### src/rtl/trap_csr_unit.sv
// Trap/CSR unit: interrupt pending capture, trap entry/return sequencing and the CSR file
// that configures it (STATUS, INTMASK, SCAUSE, EPC, TVEC, CAUSE).
//
// state   | meaning
// IDLE    | normal execution, waiting for the exception unit to request a trap
// ENTER   | one cycle: redirect/flush to the trap vector
// HANDLER | running the trap handler, waiting for eret
// RETURN  | one cycle: redirect/flush back to EPC
module trap_csr_unit (
    input  logic        clk,
    input  logic        rst,
    input  logic [7:0]  irq_in,
    input  logic [31:0] pc_in,
    input  logic        stall,
    input  logic        int_signal,
    input  logic        exl_set,
    input  logic [2:0]  int_pend,
    input  logic        eret,
    input  logic        csr_we,
    input  logic [2:0]  csr_addr,
    input  logic [31:0] csr_wdata,
    output logic [31:0] csr_rdata,
    output logic [7:0]  status,
    output logic [7:0]  scause,
    output logic [7:0]  intmask,
    output logic        redirect,
    output logic        flush,
    output logic [31:0] redirect_pc
);

    typedef enum logic [1:0] {
        ST_IDLE    = 2'd0,
        ST_ENTER   = 2'd1,
        ST_HANDLER = 2'd2,
        ST_RETURN  = 2'd3
    } state_t;

    state_t      r_state;
    state_t      w_state_nxt;
    logic        w_take_trap;

    logic [7:0]  r_status;
    logic [7:0]  r_intmask;
    logic [7:0]  r_scause;
    logic [7:0]  r_irq_sync;
    logic [31:0] r_epc;
    logic [31:0] r_tvec;
    logic [2:0]  r_cause;

    logic        w_wr_status;
    logic        w_wr_intmask;
    logic        w_wr_scause;
    logic        w_wr_epc;
    logic        w_wr_tvec;
    logic [7:0]  w_irq_edge;
    logic [7:0]  w_scause_clr;

    assign w_wr_status  = csr_we && (csr_addr == 3'd0);
    assign w_wr_intmask = csr_we && (csr_addr == 3'd1);
    assign w_wr_scause  = csr_we && (csr_addr == 3'd2);
    assign w_wr_epc     = csr_we && (csr_addr == 3'd3);
    assign w_wr_tvec    = csr_we && (csr_addr == 3'd4);

    // Sync register resets to 0, so a line held high through reset shows up as an edge.
    assign w_irq_edge   = irq_in & ~r_irq_sync;
    assign w_scause_clr = (w_wr_scause ? csr_wdata[7:0] : 8'h00)
                        | ((r_state == ST_ENTER) ? (8'h01 << r_cause) : 8'h00);

    always_ff @(posedge clk) begin
        if (rst) begin
            r_state <= ST_IDLE;
        end else begin
            r_state <= w_state_nxt;
        end
    end

    always_comb begin
        w_state_nxt = r_state;
        w_take_trap = 1'b0;
        redirect    = 1'b0;
        flush       = 1'b0;
        redirect_pc = 32'h0;
        case (r_state)
            ST_IDLE: begin
                if (int_signal && exl_set && !stall) begin
                    w_take_trap = 1'b1;
                    w_state_nxt = ST_ENTER;
                end
            end
            ST_ENTER: begin
                redirect    = 1'b1;
                flush       = 1'b1;
                redirect_pc = r_tvec + {27'd0, r_cause, 2'b00};
                w_state_nxt = ST_HANDLER;
            end
            ST_HANDLER: begin
                if (eret) begin
                    w_state_nxt = ST_RETURN;
                end
            end
            ST_RETURN: begin
                redirect    = 1'b1;
                flush       = 1'b1;
                redirect_pc = r_epc;
                w_state_nxt = ST_IDLE;
            end
            default: w_state_nxt = ST_IDLE;
        endcase
    end

    always_ff @(posedge clk) begin
        if (rst) begin
            r_status   <= 8'h00;
            r_intmask  <= 8'h00;
            r_scause   <= 8'h00;
            r_irq_sync <= 8'h00;
            r_epc      <= 32'h0;
            r_tvec     <= 32'h0000_0100;
            r_cause    <= 3'd0;
        end else begin
            r_irq_sync <= irq_in;
            r_scause   <= (r_scause & ~w_scause_clr) | w_irq_edge;

            // Hardware EXL update is assigned last so it overrides a software write of bit1.
            if (w_wr_status) begin
                r_status <= csr_wdata[7:0];
            end
            if (r_state == ST_ENTER) begin
                r_status[1] <= 1'b1;
            end else if (r_state == ST_RETURN) begin
                r_status[1] <= 1'b0;
            end

            if (w_wr_intmask) begin
                r_intmask <= csr_wdata[7:0];
            end
            if (w_wr_tvec) begin
                r_tvec <= {csr_wdata[31:2], 2'b00};
            end

            if (w_take_trap) begin
                r_epc   <= pc_in;
                r_cause <= int_pend;
            end else if (w_wr_epc) begin
                r_epc <= csr_wdata;
            end
        end
    end

    always_comb begin
        csr_rdata = 32'h0;
        case (csr_addr)
            3'd0:    csr_rdata = {24'h0, r_status};
            3'd1:    csr_rdata = {24'h0, r_intmask};
            3'd2:    csr_rdata = {24'h0, r_scause};
            3'd3:    csr_rdata = r_epc;
            3'd4:    csr_rdata = r_tvec;
            3'd5:    csr_rdata = {29'h0, r_cause};
            default: csr_rdata = 32'h0;
        endcase
    end

    // EXL is forced visible during ENTER so the exception unit cannot re-fire.
    assign status  = {r_status[7:2], r_status[1] | (r_state == ST_ENTER), r_status[0]};
    assign scause  = r_scause;
    assign intmask = r_intmask;

endmodule

### config.mk
export PLATFORM = sky130hd
export DESIGN_NAME = trap_csr_unit
export DESIGN_NICKNAME = d
export VERILOG_FILES = /design/src/rtl/trap_csr_unit.sv
export SDC_FILE = /design/constraint.sdc
export NUM_CORES = 1
export LEC_CHECK = 0
export CORE_MARGIN = 2
export CORE_UTILIZATION = 40
export DETAILED_ROUTE_END_ITERATION = 16
export PLACE_DENSITY = 0.73
export SLEW_MARGIN = 20
export SYNTH_ARGS = -nofsm -noshare
export SYNTH_HDL_FRONTEND = slang
export SYNTH_SLANG_ARGS = --single-unit
export TNS_END_PERCENT = 30
### constraint.sdc
create_clock -name clk -period 3.05 [get_ports clk]
set_clock_uncertainty 0.2 [all_clocks]
set_input_delay 0.7625 -clock clk [delete_from_list [all_inputs] [get_ports clk]]
set_output_delay 0.7625 -clock clk [all_outputs]
set_load 0.01 [all_outputs]
==> results.txt, run 1 <==
- Number of enable-type register cells in the synthesized netlist: 0
* Violated checks: negative setup slack
- Routed length per instance: around 18 µm
* Post-Syn Nets: 807
* Count of final max-slew check failures: 0
- The longest clock path from root to sink contains 2 buffers.
* Measured slew at the worst slew-check pin: 700 ps
* Final worst-path setup slack: -172 ps
- The initial antenna violation count was 0.
- Summing the sequential cell areas from Yosys gives 33.6% of the chip area.
- Total global routing overflow: 0
- Number of warnings issued by yosys: 0
* Clk sink count: 99
- Routability cong.: about 0.85
- In this design, the stage delay of the slowest critical-path cell is 430 ps.
- Counting tap cells, the placed design contains a total of 1,080 instances.
- Remaining design rule violation count: 0
- The slowest stage of the critical path is the fa_2 cell.
- Number of top-level design ports: 175
- Setup-failing EPs final: 20
- Data on the critical path is required at its endpoint by 2090 ps.
- After synthesis the netlist holds a flip-flop and latch count of 99.
* Number of placement rows: 44
- Die Height: 125 µm
* Number of hold buffers added after cts: 0
- Using the TritonRoute via totals, the vias-per-cell ratio works out to 5.56.
- The area growth from synthesis to layout is 48.0%.
- The count of endpoints failing hold in the final timing report came to 0.
- The worst setup path is launched from a flop.
- Effective utilization at floorplan: between 40% and 50%
- During placement, the flow inserted port buffers numbering about 170.
* Sum of negative setup slack: -1650 ps
- TritonCTS built the clock tree.
- Once detail routing completed, the nets flagged for antenna violations numbered 0.
- Hold WC Path Type: flop to flop
- Across all layers, the routed design uses 6,177 vias.
- PwrDens: 439 mW/mm²
* Worst IR Drop VDD: 0.268 mV
- Fin nets: 1,016
- The smallest clock period supported by the final layout is computed as around 3200 ps.
- Summed over all nets, the half-perimeter wirelength after detailed placement is 14,100 µm.
- Wire length of the first global-routing pass: 31,400 µm
- Pre-CTS setup slack: -536 ps
- The critical path is of the flop to output pin type.
- Diodes inserted: 0
* Number of fill cells in the layout: 1,279
- Headroom to the max-slew limit came out at 53.4%.
* Sequence of cells on the critical path: ha_4 > fa_2 > a21o_1 > and4_4 > and2_4 > o211ai_1 > buf_2
- The first routing iteration left 420 violations.
- Derived from the worst setup path, the maximum achievable clock frequency is 310 MHz.
- The core region is 0.0145 mm².
- Entering global routing, the biggest net connects 63 pins.
- In this run the static leakage power is 3.75 nW.
* Clock transition at path regs: 70 ps
- Endpoint arrival time on the critical path: roughly 2300 ps
* Type of destination of the critical path: output pin
- Global routing used ~25% of the available tracks.
* Most instantiated flip-flop cell in the synthesis netlist: dfxtp_1
- The first detailed-routing pass ran for 5 iterations.
- Fraction of synthesis flops using an asynchronous set or reset pin: 0%
* Cts bufs inserted: 9
* Final Routed Wirelength: between 20,000 and 25,000 µm
- The synthesized netlist contains 65 unique library cells.
- DIE AREA: 0.0157 mm²
- The run finished, with violations left.
* Final clock period utilization by the worst path: 106%
- Cells with a size suffix above 1 make up a little over a fifth of the layout.
* Clk root buf: clkbuf_16
* Insertion delay of the later-clocked pin in the worst-skew pair: 350 ps
- Among cell families on the critical path, the largest total delay comes from adder cells.
* Floorplan die width: approximately 130 µm
- The synthesized netlist occupies a cell area of 0.00590 mm².
* Average cell area after synthesis: 8.28 µm²
- The clock tree synthesis step divided the H-tree into 3 levels.
- The number of global-route vias before repair came to 5,916.
- Maximum capacitance violations: 0
- Unrepaired setup endpoints after global routing: yes
* Number of standard cells in the layout, taps in and fillers out: 1,111
- Together, buffers and inverters on the worst path number 1.
- Synthesis produced a netlist whose cell count is 713.
* Top fanout value on the critical path: 4
==> where the power goes <==
| group | internal [mW] | switching [mW] |
|---|---|---|
| Sequential | 1.40 | 0.105 |
| Clock | 0.717 | 0.506 |
| Combinational | 0.547 | 0.562 |
==> cells in the final DEF, fill, tap and decap left out, types with 5 or more instances in the layout <==
cell	netlist	final
nand2_1	117	117
clkdlybuf4s50_1	0	108
dfxtp_1	99	92
buf_4	11	65
nor2_1	56	55
mux2i_1	51	51
a21oi_1	47	46
a22o_1	39	39
a211oi_1	33	33
buf_2	20	33
inv_1	22	21
buf_6	6	17
nor2b_1	17	16
o211ai_1	13	13
nand3_1	14	12
nand4_1	10	10
clkdlybuf4s15_1	0	10
buf_12	0	10
clkbuf_16	0	9
dlygate4sd2_1	0	8
nand2b_1	7	7
o21ai_0	8	7
and2_1	8	6
a21o_1	6	6
xor2_1	6	6
nor3b_1	7	5
clkdlybuf4s15_2	0	5
dfxtp_2	0	5
==> synth_stat cells, drive strengths merged, types with 4 or more instances <==
| library cell | count | area, µm² |
|---|---|---|
| a211oi | 34 | 260 |
| a21o | 6 | 45.0 |
| a21oi | 48 | 244 |
| a22o | 39 | 342 |
| a311oi | 4 | 35.0 |
| a31oi | 4 | 25.0 |
| a32oi | 4 | 35.0 |
| and2 | 9 | 57.6 |
| and3 | 5 | 36.3 |
| and4 | 4 | 35.0 |
| buf | 39 | 258 |
| clkbuf | 28 | 108 |
| dfxtp | 99 | 1980 |
| ha | 8 | 100 |
| inv | 22 | 82.6 |
| mux2i | 51 | 510 |
| mux4 | 4 | 90.1 |
| nand2 | 117 | 439 |
| nand2b | 7 | 43.8 |
| nand3 | 14 | 70.1 |
| nand4 | 12 | 96.3 |
| nand4b | 4 | 35.0 |
| nor2 | 56 | 210 |
| nor2b | 17 | 106 |
| nor3 | 4 | 25.0 |
| nor3b | 8 | 65.1 |
| o211ai | 14 | 119 |
| o21ai | 8 | 40.0 |
| or3 | 4 | 25.0 |
| xor2 | 6 | 52.6 |
==> worst min-delay path, cell delays in order, from the launching register on <==
cell	delay [ps]
dfxtp_1	300
inv_1	40
a21o_1	90
==> layer usage <==
layer,vias up,global-route usage (%),wire (µm)
met5,-,0,0
met3,27,4.49,1580
met2,268,40.6,9420
met1,2908,33.6,8600
met4,0,8.24,408
li1,2974,-,-
==> state kept, by name (all words and copies together), names as in the netlist <==
register / cells
scause: 8
r_cause: 3
r_irq_sync: 8
r_tvec: 30
intmask: 8
r_status: 8
r_epc: 32
r_state: 2
==> final cells by class <==
type	count	area, µm²	share of cell area (%)
clock buffers	11	233	2.66
clock inverters	5	77.6	0.888
inverters	22	82.6	0.945
multi-input cells	525	3640	41.6
flip-flops and latches	99	2000	22.8
well taps	184	230	2.63
repair buffers	265	2480	28.4
==> repair_timing <==
item,in CTS,in global routing
cloned,3,0
setup buffers,12,3
pin swaps,28,16
gates resized for setup,232,38
setup endpoints to repair,63,43
==> cell families after synthesis <==
family / Yosys count / share of synthesized area (%)
adders and majority gates: 9 / 2.03
DFF: 99 / 33.6
AOI/OAI and AO/OA: 177 / 21.8
xor gates and xnor gates: 9 / 1.34
muxes: 56 / 10.4
buffers and inverters: 89 / 7.59
and+or+nand+nor: 274 / 23.3
==> through the flow <==
stage	hold WS (ps)	area, µm²	power (mW)	utilization, %
after global placement	231	8190	2.58	56.6
after floorplan	229	5900	2.10	-
final	254	8740	3.83	60.4
after detailed placement	242	8190	2.60	56.6
after CTS	255	8670	3.83	59.9
after global routing	272	8740	4.00	60.4
==> worst paths after layout <==
check / start / to / slack (ps) / cells after the start
max: r_cause[0] / redirect_pc[26] / -170 / 7
min: r_irq_sync[0] / scause[0] / 250 / 2
max reg2reg: r_state[1] / scause[5] / 1030 / 7
min reg2reg: r_irq_sync[0] / scause[0] / 250 / 2
No activity file was read; power rests on OpenSTA's default activity.
==> run 2: changes to the inputs <==
- clock period: 3.05 -> 3.3 ns (I/O delays scaled with it)
==> run 2 against run 1 <==
Effect of this change: the run still ends with negative setup slack left; first-iteration DRC count grew 18%; die area is the same; critical path depth grew 2; largest cell class unchanged; largest power group unchanged.
==> results.txt, run 2 (synthesis results as in run 1) <==
* Commonest cells after routing, fill and taps aside: nand2_1, clkdlybuf4s50_1, dfxtp_1
- Insertion delay of the later-clocked pin in the worst-skew pair: 360 ps (about the same)
- The initial cell density of the core was 40.8% (unchanged).
- Routed vias/inst: 5.55 (-0.12%)
- Number of H-tree levels: 3 (unchanged)
* Area of the core: 0.0145 mm² (unchanged)
- The antenna cell count was 0 (unchanged).
- The area of all placed cells without fillers was 0.00847 mm² (-3.0%).
- The critical path is of the flop to output pin type.
- The net switching component of the power is 1.08 mW (-8.1%).
* Time the final worst path needs with I/O delays and setup: 3330 ps
- Source of the critical timing path: r_cause[0]
- The largest net degree at the start of global routing is 53 (-16%).
- Input/output buffers: 174 (unchanged)
- The final weighted congestion of routability-driven global placement was 0.856 (about the same).
- Floorplan die width: 125 µm (unchanged)
* Clk sink count: 99 (unchanged)
- First-pass iteration count of the detailed router: 5 (unchanged)
- Number of top-level design ports: 175 (unchanged)
- The post-place instance area came to 0.00806 mm² (-1.7%).
- The count of endpoints failing hold in the final timing report came to 0 (unchanged).
- Startpoint kind of the worst setup timing path: flop
* Final clock period utilization by the worst path: 101%
- The clock power share is 32.8% (+0.9 points).
- Fin nets: 1,001 (-1.5%)
* Number of placed instances with taps included: 1,065 (-1.4%)
- The largest registers in the layout are r_epc: 32 flops, r_tvec: 30 flops.
- The total of endpoints with negative setup slack in the final report is 2 (-90%).
* Global routing usage on met1: 33.1% (-0.55 points)
* CP endpoint: redirect_pc[31]
- The initial detailed-routing violation count came to 495 (+18%).
- Compared with the post-synthesis result, the final layout area differs by 43.5%.
- The post-route worst setup slack is -28.0 ps (+144 ps).
- R2r startpoint: r_state[1]
- Switching power share of the total: 30.7% (+0.17 points)
- In this run the most critical hold path is launched from r_irq_sync[7].
- The flow ran to the end, but the final reports show violations.
* Peak clock frequency supported by timing: 300 MHz
- PwrDens: 414 mW/mm² (-5.7%)
* Wire length of the first global-routing pass: 31,100 µm (-1.1%)
* Antenna Nets Post-Route: 0 (unchanged)
- Internal power of the cells: 2.43 mW (-8.8%)
- DIE AREA: 0.0157 mm² (unchanged)
* Top fanout value on the critical path: 9 (+5)
- Type of destination of the critical path: output pin
* Final Routed Wirelength: 19,800 µm (-0.95%)
- TritonCTS built the clock tree.
* Most common cell after layout, fill and taps aside: nand2_1
- Combinational Power Share: 27.7% (-1.2 points)
- Routed length per instance: 18.1 µm (+0.40%)
- The global-route met2 utilization was 40.7% (+0.13 points).
* Total global routing overflow: 0 (unchanged)
* Number of standard cells in the layout, taps in and fillers out: 1,096 (-1.4%)
* Capture instance of the worst register-to-register path: scause[5]
- Violated checks: negative setup slack
- The global routing met3 resource utilization was 5.48% (+0.98 points).
- The number of buffers inserted during clock tree synthesis came to 9 (unchanged).
- Unrepaired setup endpoints after global routing: yes
- The maximum clock insertion buffer count came to 2 (unchanged).
- The count of vias placed by the detailed router came to 6,086 (-1.5%).
- The required time of the worst setup path is 2270 ps (+180 ps).
- CTS placed an instance of clkbuf_16 at the clock tree root.
* Count of cells along the worst register-to-register path: 6 (-1)
* Static leakage power: 3.64 nW (-3.0%)
- Register-to-register path setup slack: 1200 ps (+170 ps)
* Measured slew at the worst slew-check pin: 573 ps (-127 ps)
- Number of antenna violations at the first check in global routing: 0 (unchanged)
- Vias in the first global route: 5,825 (-1.5%)
* Most Used Layer, Global Route: met2
- Maximum capacitance violations: 0 (unchanged)
- Hold WC Path Type: flop to flop
* Count of final max-slew check failures: 0 (unchanged)
- The final worst hold slack was 255 ps (+1.51 ps).
- Register with the most flip-flops: r_epc
- The HPWL reported at the end of detailed placement is 13,800 µm (-2.0%).
* Number of cells on the worst hold path: 2 (unchanged)
* Sum of negative setup slack: -49.5 ps (+1600 ps)
* Number of placement rows: 44 (unchanged)
* Portion of total power attributed to sequential cells: 39.5% (+0.3 points)
* Pre-CTS setup slack: -446 ps (+89.4 ps)
- The clock slew seen by the registers of the worst setup and hold paths was 70 ps (about the same).
- Worst IR Drop VDD: 0.345 mV (+29%)
* Die Height: 125 µm (unchanged)
- The arrival time at the worst endpoint came to 2300 ps (+40 ps).
- Ratio of cells with drive above 1 in the final layout: 18.8% (-2.8 points)
- Remaining design rule violation count: 0 (unchanged)
* Worst max-slew margin expressed relative to the limit: 61.8% (+8.5 points)
- Combined global-route utilization of all metal layers: 24.6% (-0.39 points)
- Largest register FFs: 32 (unchanged)
## run 2: cell types whose count changed in the layout (fill, tap and decap cells not counted), sizes merged
cell | previous run | this run
bufbuf | 1 | 3
buf | 128 | 83
clkdlybuf4s50 | 108 | 110
clkinvlp | 1 | 2
dlymetal6s2s | 0 | 3
dlygate4sd2 | 8 | 16
clkdlybuf4s15 | 15 | 8
clkinv | 2 | 1
inv | 22 | 23
clkbuf | 16 | 37
## run 2: what timing repair did
action / in CTS / in global routing
gates cloned: 3 / 0
gates resized for setup: 137 / 46
endpoints found under the hold margin: 0 / 0
pin swaps: 9 / 5
setup endpoints to repair: 58 / 48
buffers inserted: 9 / 4
hold buffers: 0 / 0
## run 2: cell type report
type / instances / area [µm²]
clock buffer: 10 / 229
clock inverter: 6 / 88.8
fill: 1312 / 6010
inverter: 22 / 82.6
multi-input combinational: 525 / 3570
sequential: 99 / 1990
tap: 184 / 230
timing repair buffer: 250 / 2280
## run 2: through the flow
stage                     total power, mW  utilization, %
final                                3.51            58.5
after global routing                 3.66            58.5
after CTS                            3.52            59.1
after detailed placement             2.37            55.6
after global placement               2.36            55.6
after floorplan                      1.94               -
## run 2: critical path, cell delays in order (launching register included)
cell and delay, ps:
dfxtp_2 340, ha_4 160, buf_4 140, a211oi_4 240, buf_4 160, nor4_4 30
buf_6 140, and2_4 170, a211o_1 260, dlygate4sd2_1 290
## run 2: worst min-delay path by stage
stage / end
floorplan: scause[7]
global placement: scause[1]
detailed placement: scause[7]
CTS: scause[7]
global route: scause[7]
finish: scause[7]
## run 2: layer usage
| layer | wire length, µm | up-vias |
|---|---|---|
| met1 | 8900 | 2859 |
| met2 | 9250 | 260 |
| met5 | 0 | - |
| met3 | 1420 | 23 |
| met4 | 245 | 0 |
| li1 | - | 2944 |
## run 2: power by group through the flow
| stage | logic (mW) | registers [mW] | clock network (mW) |
|---|---|---|---|
| after floorplan | 0.556 | 1.38 | 0 |
| after global routing | 1.05 | 1.40 | 1.22 |
| after global placement | 0.947 | 1.41 | 0 |
| after CTS | 0.970 | 1.38 | 1.17 |
| final | 0.971 | 1.39 | 1.15 |
| after detailed placement | 0.960 | 1.41 | 0 |
==> run 3: changes to the inputs <==
- SKIP_LAST_GASP: unset -> 1
==> run 3 against run 2 <==
Effect of this change: the run still ends with negative setup slack left; final area increased by 1.5%; critical path depth decreased by 1; combinational power increased by 0.7%; worst setup slack got worse by 170 ps; register-to-register slack about the same; via count increased by 0.15%.
==> results.txt, run 3 (synthesis results as in run 1) <==
- Outcome: complete, but fails checks
- Violated checks: negative setup slack
- CTS tree: done
* Combined global-route utilization of all metal layers: 24.6% (about the same)
* CP Data Required Time: 2270 ps (about the same)
- Commonest cells after routing, fill and taps aside: nand2_1, clkdlybuf4s50_1, dfxtp_1
- Type of the worst setup path: flop to output pin
- The final cell count without fillers was 1,094 (-0.18%).
- Vias in the first global route: 5,814 (-0.19%)
- The cell total after placement came to 1,065 (unchanged).
- PwrDens: 409 mW/mm² (-1.1%)
- Setup-failing EPs final: 28 (+26)
- Counting flops per register, the top entry is r_epc.
* Area of the core: 0.0145 mm² (unchanged)
- Total global routing overflow: 0 (unchanged)
- The detail-routed via count per cell is 5.57 (+0.33%).
* Type of destination of the critical path: output pin
- Final clock period utilization by the worst path: 106% (+5.2 points)
- Clk root buf: clkbuf_16
* Worst IR Drop VDD: 0.346 mV (+0.40%)
- Number of placement rows: 44 (unchanged)
* Largest register FFs: 32 (unchanged)
* Floorplan die width: 125 µm (unchanged)
* DP Wirelength: 13,800 µm (unchanged)
* Die Height: 125 µm (unchanged)
* Routability cong.: 0.856 (unchanged)
- Number of hold buffers added after cts: 0 (unchanged)
- The deepest level of the CTS H-tree was 3 (unchanged).
* DIE AREA: 0.0157 mm² (unchanged)
- The utilization of the core after routing is 59.4% (+0.86 points).
* Clock buffer depth: 2 (unchanged)
- Peak clock frequency supported by timing: 286 MHz (-4.9%)
- Area grow syn2layout: 45.6%
- The antenna cell count is 0 (unchanged).
* Initial drt markers: 472 (-4.6%)
- The cell leakage power came to 3.83 nW (+5.3%).
- The remaining design rule violation count came to 0 (unchanged).
- Sum of negative setup slack: -1110 ps (-1060 ps)
- Measured slew at the worst slew-check pin: 579 ps (+6.49 ps)
- Input/output buffers: 174 (unchanged)
* Number of top-level design ports: 175 (unchanged)
* First-pass iteration count of the detailed router: 5 (unchanged)
- The initial antenna violation count was 0 (unchanged).
- The remaining number of nets flagged by the antenna check after routing is 0 (unchanged).
* Final worst-path setup slack: -199 ps (-171 ps)
- Final Routed Wirelength: 19,900 µm (+0.20%)
* Hold WC Path Type: flop to flop
- The first-pass GRT wire length was 31,000 µm (about the same).
- Fin nets: 999 (-0.20%)
- Count of final max-slew check failures: 0 (unchanged)
- Number of endpoints with negative hold slack in the final report: 0 (unchanged)
- Worst max-slew margin expressed relative to the limit: 61.4% (-0.43 points)
- The arrival time at the worst endpoint is 2470 ps (+170 ps).
* Routed length per instance: 18.1 µm (+0.38%)
* Unrepaired setup endpoints after global routing: yes
* Clock transition at path regs: 70 ps (about the same)
* Most common cell after layout, fill and taps aside: nand2_1
* Time the final worst path needs with I/O delays and setup: 3500 ps (+171 ps)
* Top fanout value on the critical path: 5 (-4)
* Largest regs: r_epc: 32 flops, r_tvec: 30 flops
- The largest net degree at the start of global routing is 53 (unchanged).
* Startpoint kind of the worst setup timing path: flop
* Ratio of cells with drive above 1 in the final layout: 15.9% (-2.8 points)
* Maximum capacitance violations: 0 (unchanged)
- Clk sink count: 99 (unchanged)
- Vias: 6,095 (+0.15%)
- The post-layout total power is 3.52 mW (+0.33%).
- The number of buffers inserted during clock tree synthesis was 9 (unchanged).
* Insertion delay of the later-clocked pin in the worst-skew pair: 360 ps (about the same)
* Effective utilization at floorplan: 40.8% (unchanged)
## run 3: what timing repair did
item | 4_1_cts | 5_1_grt
pin swaps | 9 | 2
gates resized for setup | 93 | 28
cloned | 3 | 0
setup buffers | 9 | 1
setup endpoints to repair | 58 | 56
## run 3: per-layer routing
metal  share of wire (%)  GRT usage [%]  up-vias
li1                    -              -     2939
met1                  45           33.1     2869
met2                  47           40.6      268
met3                 6.9           5.48       19
met4                 1.2           5.03        0
met5                   0              0        -
## run 3: power breakdown
part	total, mW	switching [mW]	internal, mW
logic	0.978	0.501	0.477
clock network	1.15	0.488	0.667
registers	1.39	0.0940	1.29
## run 3: metrics by stage
step / instance area (µm²) / hold slack [ps] / setup WS, ps
2_1_floorplan: 5900 / 229 / 288
3_3_place_gp: 8060 / 231 / -389
3_5_place_dp: 8060 / 241 / -446
4_1_cts: 8540 / 258 / -244
5_1_grt: 8600 / 276 / -289
6_report: 8600 / 256 / -199
## run 3: layout make-up
class | instances | area [µm²]
inverter | 22 | 82.6
timing repair buffer | 248 | 2400
multi-input combinational | 525 | 3580
clock inverter | 6 | 88.8
fill | 1298 | 5880
clock buffer | 10 | 229
tap | 184 | 230
sequential | 99 | 1990
## run 3: final timing paths
kind                                     from               to  slack, ps  depth (start not counted)
worst max register to register     r_state[1]        scause[5]       1190                          6
worst min-delay path            r_irq_sync[7]        scause[7]        260                          2
worst min register to register  r_irq_sync[7]        scause[7]        260                          2
worst max-delay path                r_tvec[4]  redirect_pc[15]       -200                          8
## run 3: critical path, cell delays in order (launching register included)
cell and delay [ps]:
dfxtp_2 340, ha_4 260, o211ai_4 220, buf_4 170
nor3b_2 50, buf_4 160, and3_1 140, a221o_1 300
clkdlybuf4s50_1 480
